$ cat config.mk
export PLATFORM = sky130hd
export DESIGN_NAME = hazard_unit_mc
export DESIGN_NICKNAME = d
export VERILOG_FILES = /design/src/rtl/hazard_unit_mc.sv
export SDC_FILE = /design/constraint.sdc
export NUM_CORES = 1
export LEC_CHECK = 0
export ABC_AREA = 1
export ABC_CLOCK_PERIOD_IN_PS = 4950
export BUFFER_PORTS_ARGS = -buffer_cell sky130_fd_sc_hd__buf_4
export CAP_MARGIN = 20
export CORE_MARGIN = 4
export CORE_UTILIZATION = 45
export DETAILED_ROUTE_END_ITERATION = 8
export PLACE_DENSITY = 0.7
export SETUP_SLACK_MARGIN = 0.5
export SLEW_MARGIN = 5
export SYNTH_ARGS = -nofsm -noshare
export SYNTH_HDL_FRONTEND = slang
export SYNTH_SLANG_ARGS = --single-unit
$ cat constraint.sdc
create_clock -name clk -period 4.95 [get_ports clk]
set_clock_uncertainty 0.1 [all_clocks]
set_input_delay 0.495 -clock clk [delete_from_list [all_inputs] [get_ports clk]]
set_output_delay 0.495 -clock clk [all_outputs]
set_load 0.01 [all_outputs]
$ cat src/rtl/hazard_unit_mc.sv
// Pipeline hazard unit: load-use/branch/HI-LO stalls, EX and ID forwarding,
// branch flush, mul/div busy counter and saturating stall/flush counters.
//
// Ports:
//   clk, reset          : clock, asynchronous active-high reset
//   id_*                : sources and class of the instruction in ID
//   branch_taken        : ID branch/jump resolves taken this cycle
//   ex_*                : ID/EX sources, destination, write/load/mul-div start
//   mem_*, wb_*         : EX/MEM and MEM/WB destinations and write/load flags
//   pc_stall,
//   if_id_stall,
//   id_ex_bubble        : all high while any stall condition holds
//   if_id_flush         : taken branch with operands ready
//   fwd_a, fwd_b        : EX operand select (00 regfile, 10 EX/MEM, 01 MEM/WB)
//   fwd_id_a, fwd_id_b  : ID comparator operand from EX/MEM
//   muldiv_busy         : mul/div unit still computing
//   stall_cycles,
//   flush_cycles        : saturating event counters
module hazard_unit_mc #(
    parameter int REG_ADDR_W    = 5,
    parameter int MULDIV_CYCLES = 4,
    parameter int CNT_W         = 32
) (
    input  logic                  clk,
    input  logic                  reset,
    input  logic [REG_ADDR_W-1:0] id_rs,
    input  logic [REG_ADDR_W-1:0] id_rt,
    input  logic                  id_uses_rs,
    input  logic                  id_uses_rt,
    input  logic                  id_is_branch,
    input  logic                  id_uses_hilo,
    input  logic                  branch_taken,
    input  logic [REG_ADDR_W-1:0] ex_rs,
    input  logic [REG_ADDR_W-1:0] ex_rt,
    input  logic [REG_ADDR_W-1:0] ex_rd,
    input  logic                  ex_reg_write,
    input  logic                  ex_mem_read,
    input  logic                  ex_muldiv_start,
    input  logic [REG_ADDR_W-1:0] mem_rd,
    input  logic                  mem_reg_write,
    input  logic                  mem_mem_read,
    input  logic [REG_ADDR_W-1:0] wb_rd,
    input  logic                  wb_reg_write,
    output logic                  pc_stall,
    output logic                  if_id_stall,
    output logic                  id_ex_bubble,
    output logic                  if_id_flush,
    output logic [1:0]            fwd_a,
    output logic [1:0]            fwd_b,
    output logic                  fwd_id_a,
    output logic                  fwd_id_b,
    output logic                  muldiv_busy,
    output logic [CNT_W-1:0]      stall_cycles,
    output logic [CNT_W-1:0]      flush_cycles
);

    localparam int MD_W = $clog2(MULDIV_CYCLES + 1);
    localparam logic [MD_W-1:0] MD_LOAD = MD_W'(MULDIV_CYCLES);

    // Register 0 is hardwired, so it never creates a dependency.
    function automatic logic hit(input logic [REG_ADDR_W-1:0] a,
                                 input logic [REG_ADDR_W-1:0] b);
        return (a != '0) && (a == b);
    endfunction

    logic [MD_W-1:0] md_cnt;
    logic            ex_hits_id;
    logic            mem_hits_id;
    logic            load_use;
    logic            br_haz;
    logic            hilo_haz;
    logic            stall;
    logic            mem_fwd_ok;

    assign ex_hits_id  = (id_uses_rs && hit(ex_rd, id_rs)) ||
                         (id_uses_rt && hit(ex_rd, id_rt));
    assign mem_hits_id = (id_uses_rs && hit(mem_rd, id_rs)) ||
                         (id_uses_rt && hit(mem_rd, id_rt));

    assign load_use = ex_mem_read && ex_hits_id;
    // Branches compare in ID, so any EX producer or a load still in MEM
    // cannot supply the operand in time.
    assign br_haz   = id_is_branch &&
                      ((ex_reg_write && ex_hits_id) ||
                       (mem_mem_read && mem_hits_id));
    assign hilo_haz = id_uses_hilo && (muldiv_busy || ex_muldiv_start);
    assign stall    = load_use || br_haz || hilo_haz;

    assign pc_stall     = stall;
    assign if_id_stall  = stall;
    assign id_ex_bubble = stall;
    assign if_id_flush  = branch_taken && !stall;

    // Load data is not available in EX/MEM, only ALU results are.
    assign mem_fwd_ok = mem_reg_write && !mem_mem_read;

    always_comb begin
        fwd_a = 2'b00;
        if (mem_fwd_ok && hit(mem_rd, ex_rs))
            fwd_a = 2'b10;
        else if (wb_reg_write && hit(wb_rd, ex_rs))
            fwd_a = 2'b01;
    end

    always_comb begin
        fwd_b = 2'b00;
        if (mem_fwd_ok && hit(mem_rd, ex_rt))
            fwd_b = 2'b10;
        else if (wb_reg_write && hit(wb_rd, ex_rt))
            fwd_b = 2'b01;
    end

    assign fwd_id_a = mem_fwd_ok && hit(mem_rd, id_rs);
    assign fwd_id_b = mem_fwd_ok && hit(mem_rd, id_rt);

    assign muldiv_busy = (md_cnt != '0);

    always_ff @(posedge clk or posedge reset) begin
        if (reset)
            md_cnt <= '0;
        else if (ex_muldiv_start)
            md_cnt <= MD_LOAD;
        else if (md_cnt != '0)
            md_cnt <= md_cnt - MD_W'(1);
    end

    always_ff @(posedge clk or posedge reset) begin
        if (reset) begin
            stall_cycles <= '0;
            flush_cycles <= '0;
        end else begin
            if (stall && (stall_cycles != '1))
                stall_cycles <= stall_cycles + CNT_W'(1);
            if (if_id_flush && (flush_cycles != '1))
                flush_cycles <= flush_cycles + CNT_W'(1);
        end
    end

endmodule

==> flow_summary.ini <==
[critical_path]
cp_max_fo = 33
critical_path_class = flop to output pin
setup.worst_path.end_class = output pin
critical-path-top-cell-by-count = inv_1
r2r_setup_slack_ns = 2.32
crit_path_max_incr_delay_ns = 0.67
cp.required_ns = 4.36
worst-path-buf-inv = 4
reg2reg_depth = 12
r2r-start = md_cnt[0]
cpLargestDelayFamily = simple AND/OR/NAND/NOR gates
arrival_ns = 2.75
crit_chain = inv_1, ha_1, nand2_1, nor2_1, inv_1, nand2_1, inv_1, a21oi_2, nand2_4, nor2_4, buf_4
r2r_end = flush_cycles[5]
cp-start-kind = flop
crit_slowest_cell = nor2_4

[sta]
min_period_ns = 3.345
fin_tns_setup_ns = 0
hold_violations = 0
tightest_slew_ns = 0.8456
relSlewSlack_pct = 43.63
slew_viol_final = 0
setup_viol = 0
setup_ws_ns = 1.605
clock.fmax_ghz = 0.2990
rsz0062_at_grt = false
period_share_pct = 67.57
hold_slack_ns = 0.2310

[final_layout]
drive_above_1_share_pct = 18.08
multi_input_area_mm2 = 0.003015
layout_common_cells = nand2_1 (269), buf_4 (124), nand3_1 (81), nor2_1 (70), dfrtp_1 (67)
nFillCells = 1050
layout.cells.non_filler = 1003
regArea_mm2 = 0.001677
nets = 912
area_growth_pct = 23.98
antenna_cells = 0
layout_commonest_cell = nand2_1

[floorplan]
dieHeight_um = 114.4
fp.dieW_um = 114.4
dieArea_mm2 = 0.01310
pin_count = 123
start_util_pct = 46.42
num_rows = 38
coreArea_mm2 = 0.01098

[grt]
grt_util_all_layers_pct = 21.95
antenna_found_initial = 0
grt_pass1_wl_um = 23620
overflow = 0
grt_max_degree = 68
first_global_vias = 4920

[synthesis]
ys_warn_count = 0
muxShareOfSynthArea_pct = 0
synth_compound_area_share_pct = 2.380
yosys-top-cells-area = dfrtp_1 (33%), nand2_1 (20%), nand3_1 (8.0%), xor2_1 (6.7%), xnor2_1 (6.2%)
synth_seq_cells = 67
synth_top_family_by_area = simple AND/OR/NAND/NOR gates
synth-edff-count = 0
syn_avg_cell_area_um2 = 6.807
syn_inst = 749
synth.top_cell.area_share_pct = 32.88
ys_types = 38
ys_seq_area_share_pct = 32.88
post-synth-top-area-cell = dfrtp_1
synth_nets = 801
synthXorXnorAreaFrac_pct = 12.88
syn_area_mm2 = 0.005099
synth-simple-area-share_pct = 42.90
synth_flop_cell = dfrtp_1
synthAdderAreaFrac_pct = 0.9816
async_flop_share_pct = 100.0

[pwr]
power.total_mw = 1.678
leakagePower_nw = 3.251
power_density_mw_per_mm2 = 265.5
vdd_drop_max_mv = 0.2076

[clocking]
clk_path_buf_depth = 2
cts_hold_buf = 0
clock_sinks = 67
cts.clk_slew.worst_paths_ns = 0.05
cts_setup_buffers = 0
htree_num_levels = 3
clkLatencyLatePin_ns = 0.33
cts_resized = 0
cts_tree = yes
root_buffer = clkbuf_16
cts_inserted_buffers = 9

[min_path]
hold_path.class = primary input to flop
worstHoldStart = ex_muldiv_start
min_to = md_cnt[1]
hold_depth = 2

[placed_design]
port_buffers = 122
dp_slack_ns = 1.909
gp_congestion = 0.9112
place_inst = 989
dp_hpwl_um = 10660

[drt]
vias = 5139
wl_per_cell_um = 13.91
drc = 0
viasPerCell = 5.124
drtIter0Drc = 299
wl_um = 13960
first_pass_iters = 5
drtAntennaViolNets = 0

[run]
cap_viol_max_count = 0

[run_status]
status = complete, no violations
-- layout make-up --
cell class | count | area share [%]
multi-input cells | 594 | 47.70
flip-flops and latches | 67 | 26.52
repair buffers | 124 | 14.73
clock buffers | 11 | 3.840
inverters | 64 | 3.800
well taps | 140 | 2.771
clock inverters | 3 | 0.6334
-- Yosys cell counts, types with 2 or more instances --
cell	number
a21oi_1	5
buf_2	10
buf_4	3
buf_6	7
clkbuf_1	4
dfrtp_1	67
ha_1	4
inv_1	63
nand2_1	269
nand2_2	2
nand3_1	81
nand3_4	2
nand3b_1	4
nand4_1	17
nand4_2	2
nor2_1	70
nor2_4	2
nor3_1	32
nor3_2	3
nor4_1	4
o21ai_0	3
o21ai_1	4
o22ai_1	2
or2_2	2
xnor2_1	36
xor2_1	39
-- worst register-to-register path, delay by kind of cell (launching register included) --
| family | cells | cell delay, ns |
|---|---|---|
| DFF | 1 | 0.35 |
| AOI/OAI and AO/OA | 1 | 0.17 |
| adders and majority gates | 1 | 0.16 |
| and+or+nand+nor | 7 | 1.54 |
| buffers and inverters | 3 | 0.22 |
-- kinds of logic (layout without fill, tap and decap cells) --
| kind of cell | Yosys count | count (layout) |
|---|---|---|
| compound gates | 20 | 20 |
| xor+xnor | 75 | 75 |
| fa+ha+maj | 4 | 4 |
| buf+inv | 88 | 202 |
| flops | 67 | 67 |
| simple gates | 495 | 495 |
-- where the power goes --
part | leakage (nW) | switching [mW] | internal (mW)
logic | 2.19 | 0.222 | 0.175
registers | 0.918 | 0.0693 | 0.596
clock network | 0.141 | 0.220 | 0.396
total | 3.25 | 0.511 | 1.17
-- per-stage QoR --
stage	instance area, um^2	util (%)
after floorplan	5099	-
after global placement	6038	54.98
after detailed placement	6038	54.98
after CTS	6321	57.55
after global routing	6321	57.55
final	6321	57.55
-- sequential cells by signal, indices dropped and copies added (netlist names) --
signal	flops
flush_cycles	32
md_cnt	3
stall_cycles	32
-- layer usage --
metal	share of wire, %	vias up	GRT usage (%)
li1	-	2597	-
met1	46	2344	29.90
met2	46	179	34.26
met3	6.3	19	5.444
met4	1.6	0	6.968
met5	0	-	0
-- worst max-delay path by stage --
stage               startpoint           to  cells past startpoint
floorplan            mem_rd[2]  if_id_stall                     11
global placement      ex_rd[3]  if_id_flush                      9
detailed placement    ex_rd[3]  if_id_flush                      9
CTS                  md_cnt[0]  if_id_flush                     11
global route         md_cnt[0]  if_id_flush                     11
finish               md_cnt[0]  if_id_flush                     11
Note: power is estimated with default switching activity, not from simulation.
